==> config.mk <==
export PLATFORM = sky130hd
export DESIGN_NAME = vga_timing_gen
export DESIGN_NICKNAME = d
export VERILOG_FILES = /design/src/rtl/vga_timing_gen.sv
export SDC_FILE = /design/constraint.sdc
export NUM_CORES = 1
export LEC_CHECK = 0
export ABC_AREA = 0
export ABC_CLOCK_PERIOD_IN_PS = 1570
export BUFFER_PORTS_ARGS = -buffer_cell sky130_fd_sc_hd__buf_4
export CORE_MARGIN = 2
export CORE_UTILIZATION = 45
export CTS_CLUSTER_DIAMETER = 50
export DETAILED_ROUTE_END_ITERATION = 16
export PLACE_DENSITY = 0.82
export SYNTH_ARGS = -nofsm -noshare
export SYNTH_HDL_FRONTEND = slang
export SYNTH_SLANG_ARGS = --single-unit
==> constraint.sdc <==
create_clock -name clk_50MHz -period 1.57 [get_ports clk_50MHz]
set_input_delay 0.314 -clock clk_50MHz [delete_from_list [all_inputs] [get_ports clk_50MHz]]
set_output_delay 0.314 -clock clk_50MHz [all_outputs]
set_load 0.02 [all_outputs]
==> src/rtl/vga_timing_gen.sv <==
// rtl/vga_timing_gen.sv - parametrised VGA timing generator and pixel output stage (optional VGA_TEST_PATTERN_EN colour-bar source)
module vga_timing_gen #(
    parameter int   CLK_DIV  = 2,
    parameter int   H_ACTIVE = 640,
    parameter int   H_FP     = 16,
    parameter int   H_SYNC   = 96,
    parameter int   H_BP     = 48,
    parameter int   V_ACTIVE = 480,
    parameter int   V_FP     = 10,
    parameter int   V_SYNC   = 2,
    parameter int   V_BP     = 33,
    parameter logic SYNC_POL = 1'b0,
    parameter int   X_W      = 10,
    parameter int   Y_W      = 10
) (
    input  logic           clk_50MHz,
    input  logic           vga_reset,
    input  logic [7:0]     color_in,
    input  logic           pattern_sel,
    output logic [X_W-1:0] next_x,
    output logic [Y_W-1:0] next_y,
    output logic           hsync,
    output logic           vsync,
    output logic [7:0]     red,
    output logic [7:0]     green,
    output logic [7:0]     blue,
    output logic           blank,
    output logic           sync,
    output logic           clk,
    output logic           frame_start
);

    localparam int H_TOTAL  = H_ACTIVE + H_FP + H_SYNC + H_BP;
    localparam int V_TOTAL  = V_ACTIVE + V_FP + V_SYNC + V_BP;
    localparam int HS_START = H_ACTIVE + H_FP;
    localparam int HS_END   = HS_START + H_SYNC;
    localparam int VS_START = V_ACTIVE + V_FP;
    localparam int VS_END   = VS_START + V_SYNC;
    localparam int D_CW     = $clog2(CLK_DIV);
    localparam int H_CW     = $clog2(H_TOTAL);
    localparam int V_CW     = $clog2(V_TOTAL);

    logic [D_CW-1:0] div_cnt;
    logic [D_CW-1:0] div_next;
    logic [H_CW-1:0] h_cnt;
    logic [V_CW-1:0] v_cnt;
    logic            pix_en;
    logic            h_last;
    logic            v_last;
    logic            h_vis;
    logic            v_vis;
    logic            visible;
    logic            in_hs;
    logic            in_vs;
    logic [7:0]      pix_color;

    // Pixel-rate enable: one system clock in every CLK_DIV
    assign pix_en   = (int'(div_cnt) == CLK_DIV - 1);
    assign div_next = pix_en ? '0 : div_cnt + 1'b1;

    assign h_last  = (int'(h_cnt) == H_TOTAL - 1);
    assign v_last  = (int'(v_cnt) == V_TOTAL - 1);
    assign h_vis   = (int'(h_cnt) < H_ACTIVE);
    assign v_vis   = (int'(v_cnt) < V_ACTIVE);
    assign visible = h_vis && v_vis;
    assign in_hs   = (int'(h_cnt) >= HS_START) && (int'(h_cnt) < HS_END);
    assign in_vs   = (int'(v_cnt) >= VS_START) && (int'(v_cnt) < VS_END);

    assign next_x = h_vis ? X_W'(h_cnt) : '0;
    assign next_y = v_vis ? Y_W'(v_cnt) : '0;

    // Composite sync is not used by this board
    assign sync = 1'b0;

`ifdef VGA_TEST_PATTERN_EN
    logic [2:0] bar;

    // Bar index = floor(h_cnt*8/H_ACTIVE), as a count of thresholds crossed
    always_comb begin
        bar = 3'd0;
        for (int i = 1; i < 8; i++) begin
            if ({h_cnt, 3'b000} >= (H_CW+3)'(i * H_ACTIVE)) begin
                bar = bar + 3'd1;
            end
        end
    end

    // Colour source: internal bars when selected, otherwise external colour
    always_comb begin
        pix_color = color_in;
        if (pattern_sel) begin
            case (bar)
                3'd0:    pix_color = 8'hFF;
                3'd1:    pix_color = 8'hFC;
                3'd2:    pix_color = 8'h1F;
                3'd3:    pix_color = 8'h1C;
                3'd4:    pix_color = 8'hE3;
                3'd5:    pix_color = 8'hE0;
                3'd6:    pix_color = 8'h03;
                default: pix_color = 8'h00;
            endcase
        end
    end
`else
    logic unused_pattern_sel;

    assign unused_pattern_sel = pattern_sel;
    assign pix_color          = color_in;
`endif

    // Divider and DAC pixel clock; clk follows the divider phase so data changes while it is low
    always_ff @(posedge clk_50MHz or posedge vga_reset) begin
        if (vga_reset) begin
            div_cnt <= '0;
            clk     <= 1'b0;
        end else begin
            div_cnt <= div_next;
            clk     <= (int'(div_next) >= CLK_DIV / 2);
        end
    end

    // Horizontal and vertical position counters, advanced once per pixel
    always_ff @(posedge clk_50MHz or posedge vga_reset) begin
        if (vga_reset) begin
            h_cnt <= '0;
            v_cnt <= '0;
        end else if (pix_en) begin
            if (h_last) begin
                h_cnt <= '0;
                v_cnt <= v_last ? '0 : v_cnt + 1'b1;
            end else begin
                h_cnt <= h_cnt + 1'b1;
            end
        end
    end

    // Registered pixel outputs for the current position, updated on each pixel enable
    always_ff @(posedge clk_50MHz or posedge vga_reset) begin
        if (vga_reset) begin
            hsync       <= ~SYNC_POL;
            vsync       <= ~SYNC_POL;
            blank       <= 1'b0;
            red         <= 8'h00;
            green       <= 8'h00;
            blue        <= 8'h00;
            frame_start <= 1'b0;
        end else begin
            frame_start <= 1'b0;
            if (pix_en) begin
                hsync       <= in_hs ? SYNC_POL : ~SYNC_POL;
                vsync       <= in_vs ? SYNC_POL : ~SYNC_POL;
                blank       <= visible;
                frame_start <= (h_cnt == '0) && (v_cnt == '0);
                if (visible) begin
                    red   <= {pix_color[7:5], pix_color[7:5], pix_color[7:6]};
                    green <= {pix_color[4:2], pix_color[4:2], pix_color[4:3]};
                    blue  <= {pix_color[1:0], pix_color[1:0], pix_color[1:0], pix_color[1:0]};
                end else begin
                    red   <= 8'h00;
                    green <= 8'h00;
                    blue  <= 8'h00;
                end
            end
        end
    end

endmodule

==> metrics.yaml <==
status: "finished, violations left"
violations: "setup timing"
p_leak_nw: 1.37
grt_pass1_wl_mm: 7.58
clock_path_buffers: 2
cts_max_level: 2
combPwrFrac: 0.088
synth_top_family_by_area: "simple AND/OR/NAND/NOR gates"
dieHeight_um: 68.6
root_buffer: "clkbuf_8"
timing.hold.ws_ns: 0.0269
hp-class: "input pin to async pin"
antenna_found_initial: 0
cts_hold_buf: 0
viasPerCell: 5.48
reg2reg_from: "h_cnt[7]$_DFFE_PP0P_"
drive_above_1_share: 0.536
die_x_um: 68.6
max_cap_viol_count: 0
die-area_sq_um: 4700
ir_drop_uv: 307
fillers: 264
start_util: 0.469
path_clk_slew_ns: 0.07
min_period_ns: 1.73
worstSetupStartpoint: "v_cnt[7]$_DFFE_PP0P_"
final_net_count: 294
dp_hpwl_mm: 3.49
netSwitchingFraction: 0.252
synth-seq-cells: 33
cts_tree: "yes"
yosys.area.top_type: "dfrtp_1"
yosysUniqueCellTypes: 40
gp_congestion: 0.877
busiest_layer: "met2"
yosys.area_share.simple: 0.272
final_util: 0.707
wl_per_cell_um: 16.8
grt_max_degree: 25
synth_compound_area_frac: 0.0740
met3_usage: 0.0373
placementRows: 23
hold_viol_final: 0
ys_seq_area_frac: 0.441
grt_remaining_overflow: 0
path_class: "flip-flop to output pin"
fin_ws_ns: -0.156
startpoint_type: "flip-flop"
fin_tns_setup_ns: -1.80
synth_cells: 198
ys.flop_type: "dfrtp_1"
cp-end-kind: "output pin"
grtUsageMet2: 0.389
synth_xor_area_frac: 0.0513
max_freq_mhz: 580
clock_latency_ns: 0.29
ys_warn_count: 0
cts_sinks: 33
ant_nets: 0
avgSynthCellArea_sq_um: 9.48
grt_use_total: 0.218
muxShareOfSynthArea: 0.0160
finalCritPeriodShare: 1.10
ioPinCount: 61
power.density_nw_per_um2: 583
cts_buffers: 5
coreArea_sq_um: 4000
synthTopCellsByCount: "dfrtp_1 (31), buf_4 (20), nand2_1 (16)"
wirelength_mm: 5.53
grt_pass1_vias: 1700
r2r-end: "v_cnt[9]$_DFFE_PP0P_"
diodes: 0
rr_worst_depth: 6
firstDrtPassIters: 4
async_reset_ff_frac: 1.00
synth_edf_count: 0
globalRouteMet1Util: 0.254
synth.most_common_cell: "dfrtp_1"
synth_top_area_frac: 0.413
rsz0062_at_grt: "true"
internal_power_mw: 1.23
final_max_slew_viol_count: 0
drc: 0
required_ns: 1.26
synthAdderAreaFrac: 0.0267
worstPathMaxFanout: 6
p_seq_frac: 0.529
yosys-top-cells-area: "dfrtp_1 (41%), buf_4 (8.0%), and2_1 (5.0%)"
syn-cell-area_sq_um: 1880
p_sw_mw: 0.416
synthToLayoutAreaGrowth_pct: 50.7
r2r_slack_ns: -0.01
finalSetupViolCount: 18
fin_skew_ns: 0.00748
clockPowerShare: 0.383
dr_total_vias: 1807
port_buffers: 57
worstPathArrival_ns: 1.41
cp-endpoint: "next_y[6]"
drtIter0Drc: 171
-- critical path, cell delays in order (launching register included) --
cell and delay [ns]:
dfrtp_1 0.40, and3_4 0.19, a21oi_4 0.15, buf_6 0.14, and2_4 0.14, buf_6 0.11
-- how the worst min path moves through the flow --
stage	slack, ns	depth (start not counted)	start	to
floorplan	0.44	1	vga_reset	blank$_DFFE_PP0P_
global placement	0.33	2	vga_reset	blue[5]$_DFFE_PP0P_
detailed placement	0.34	2	vga_reset	blue[5]$_DFFE_PP0P_
CTS	0.04	2	vga_reset	blue[5]$_DFFE_PP0P_
global route	0.05	2	vga_reset	blue[5]$_DFFE_PP0P_
finish	0.03	2	vga_reset	green[5]$_DFFE_PP0P_
-- final cells by class --
class | count | area (sq um) | area share
clock inverter | 2 | 10.0 | 0.00354
timing repair buffer | 103 | 865 | 0.306
tap | 50 | 62.6 | 0.0221
multi-input combinational | 129 | 957 | 0.338
inverter | 7 | 26.3 | 0.00929
sequential | 33 | 835 | 0.295
clock buffer | 6 | 72.6 | 0.0257
-- metrics by stage --
stage          worst slack (ns)  area (sq um)  cells  power [mW]
2_1_floorplan           0.00994          1880    199       0.987
3_3_place_gp         -0.0000733          2430    308        1.03
3_5_place_dp            -0.0391          2430    308        1.04
4_1_cts                  -0.136          2730    324        1.64
5_1_grt                  -0.182          2830    330        1.70
6_report                 -0.156          2830    330        1.65
-- cell usage in the layout (no fill, tap or decap), types with 2 or more instances in the layout --
| cell | count |
|---|---|
| buf_4 | 81 |
| dfrtp_1 | 26 |
| buf_6 | 21 |
| nand2_1 | 16 |
| and2_4 | 15 |
| nand3_1 | 9 |
| nor2_1 | 8 |
| a22o_1 | 8 |
| inv_1 | 7 |
| nand4_1 | 7 |
| xnor2_1 | 6 |
| xor2_1 | 5 |
| clkbuf_8 | 5 |
| dfrtp_2 | 5 |
| nor2b_1 | 4 |
| o21ai_0 | 3 |
| a21oi_1 | 3 |
| mux2i_1 | 3 |
| nor3_1 | 3 |
| nor4_1 | 3 |
| ha_1 | 3 |
| and4_2 | 2 |
| and3_4 | 2 |
| or3_1 | 2 |
| or4_1 | 2 |
| nor4_2 | 2 |
| conb_1 | 2 |
| clkinv_2 | 2 |
| dfstp_2 | 2 |
-- logic make-up (layout without fill, tap and decap cells) --
kind of cell	after synthesis	in the layout
adders and majority gates	4	4
AOI/OAI and AO/OA	20	20
other	1	2
buffers and inverters	37	118
xor gates and xnor gates	11	11
and+or+nand+nor	89	89
DFF	33	33
muxes	3	3
-- layer usage --
| layer | part of all wire | vias up |
|---|---|---|
| met5 | 0 | - |
| met4 | 0.020 | 0 |
| met3 | 0.066 | 15 |
| met2 | 0.52 | 71 |
| met1 | 0.39 | 894 |
| li1 | - | 827 |
-- sequential cells by signal (all words and copies together), names as in the netlist --
name,count
blue,2
blank,1
v_cnt,10
vsync,1
frame_start,1
clk,1
red,3
h_cnt,10
green,3
hsync,1
-- repair_timing --
| item | in CTS | in global routing |
|---|---|---|
| resized for setup | 46 | 16 |
| pin swaps | 16 | 6 |
| setup buffers | 9 | 7 |
| endpoints found under the setup margin | 26 | 29 |
-- power groups by stage --
stage                     Combinational (mW)  Sequential (mW)  Clock (mW)
after global placement                 0.144            0.886           0
final                                  0.146            0.872       0.630
after CTS                              0.147            0.872       0.624
after global routing                   0.156            0.873       0.675
after floorplan                       0.0872            0.899           0
after detailed placement               0.147            0.888           0
No activity file was read; power rests on OpenSTA's default activity.
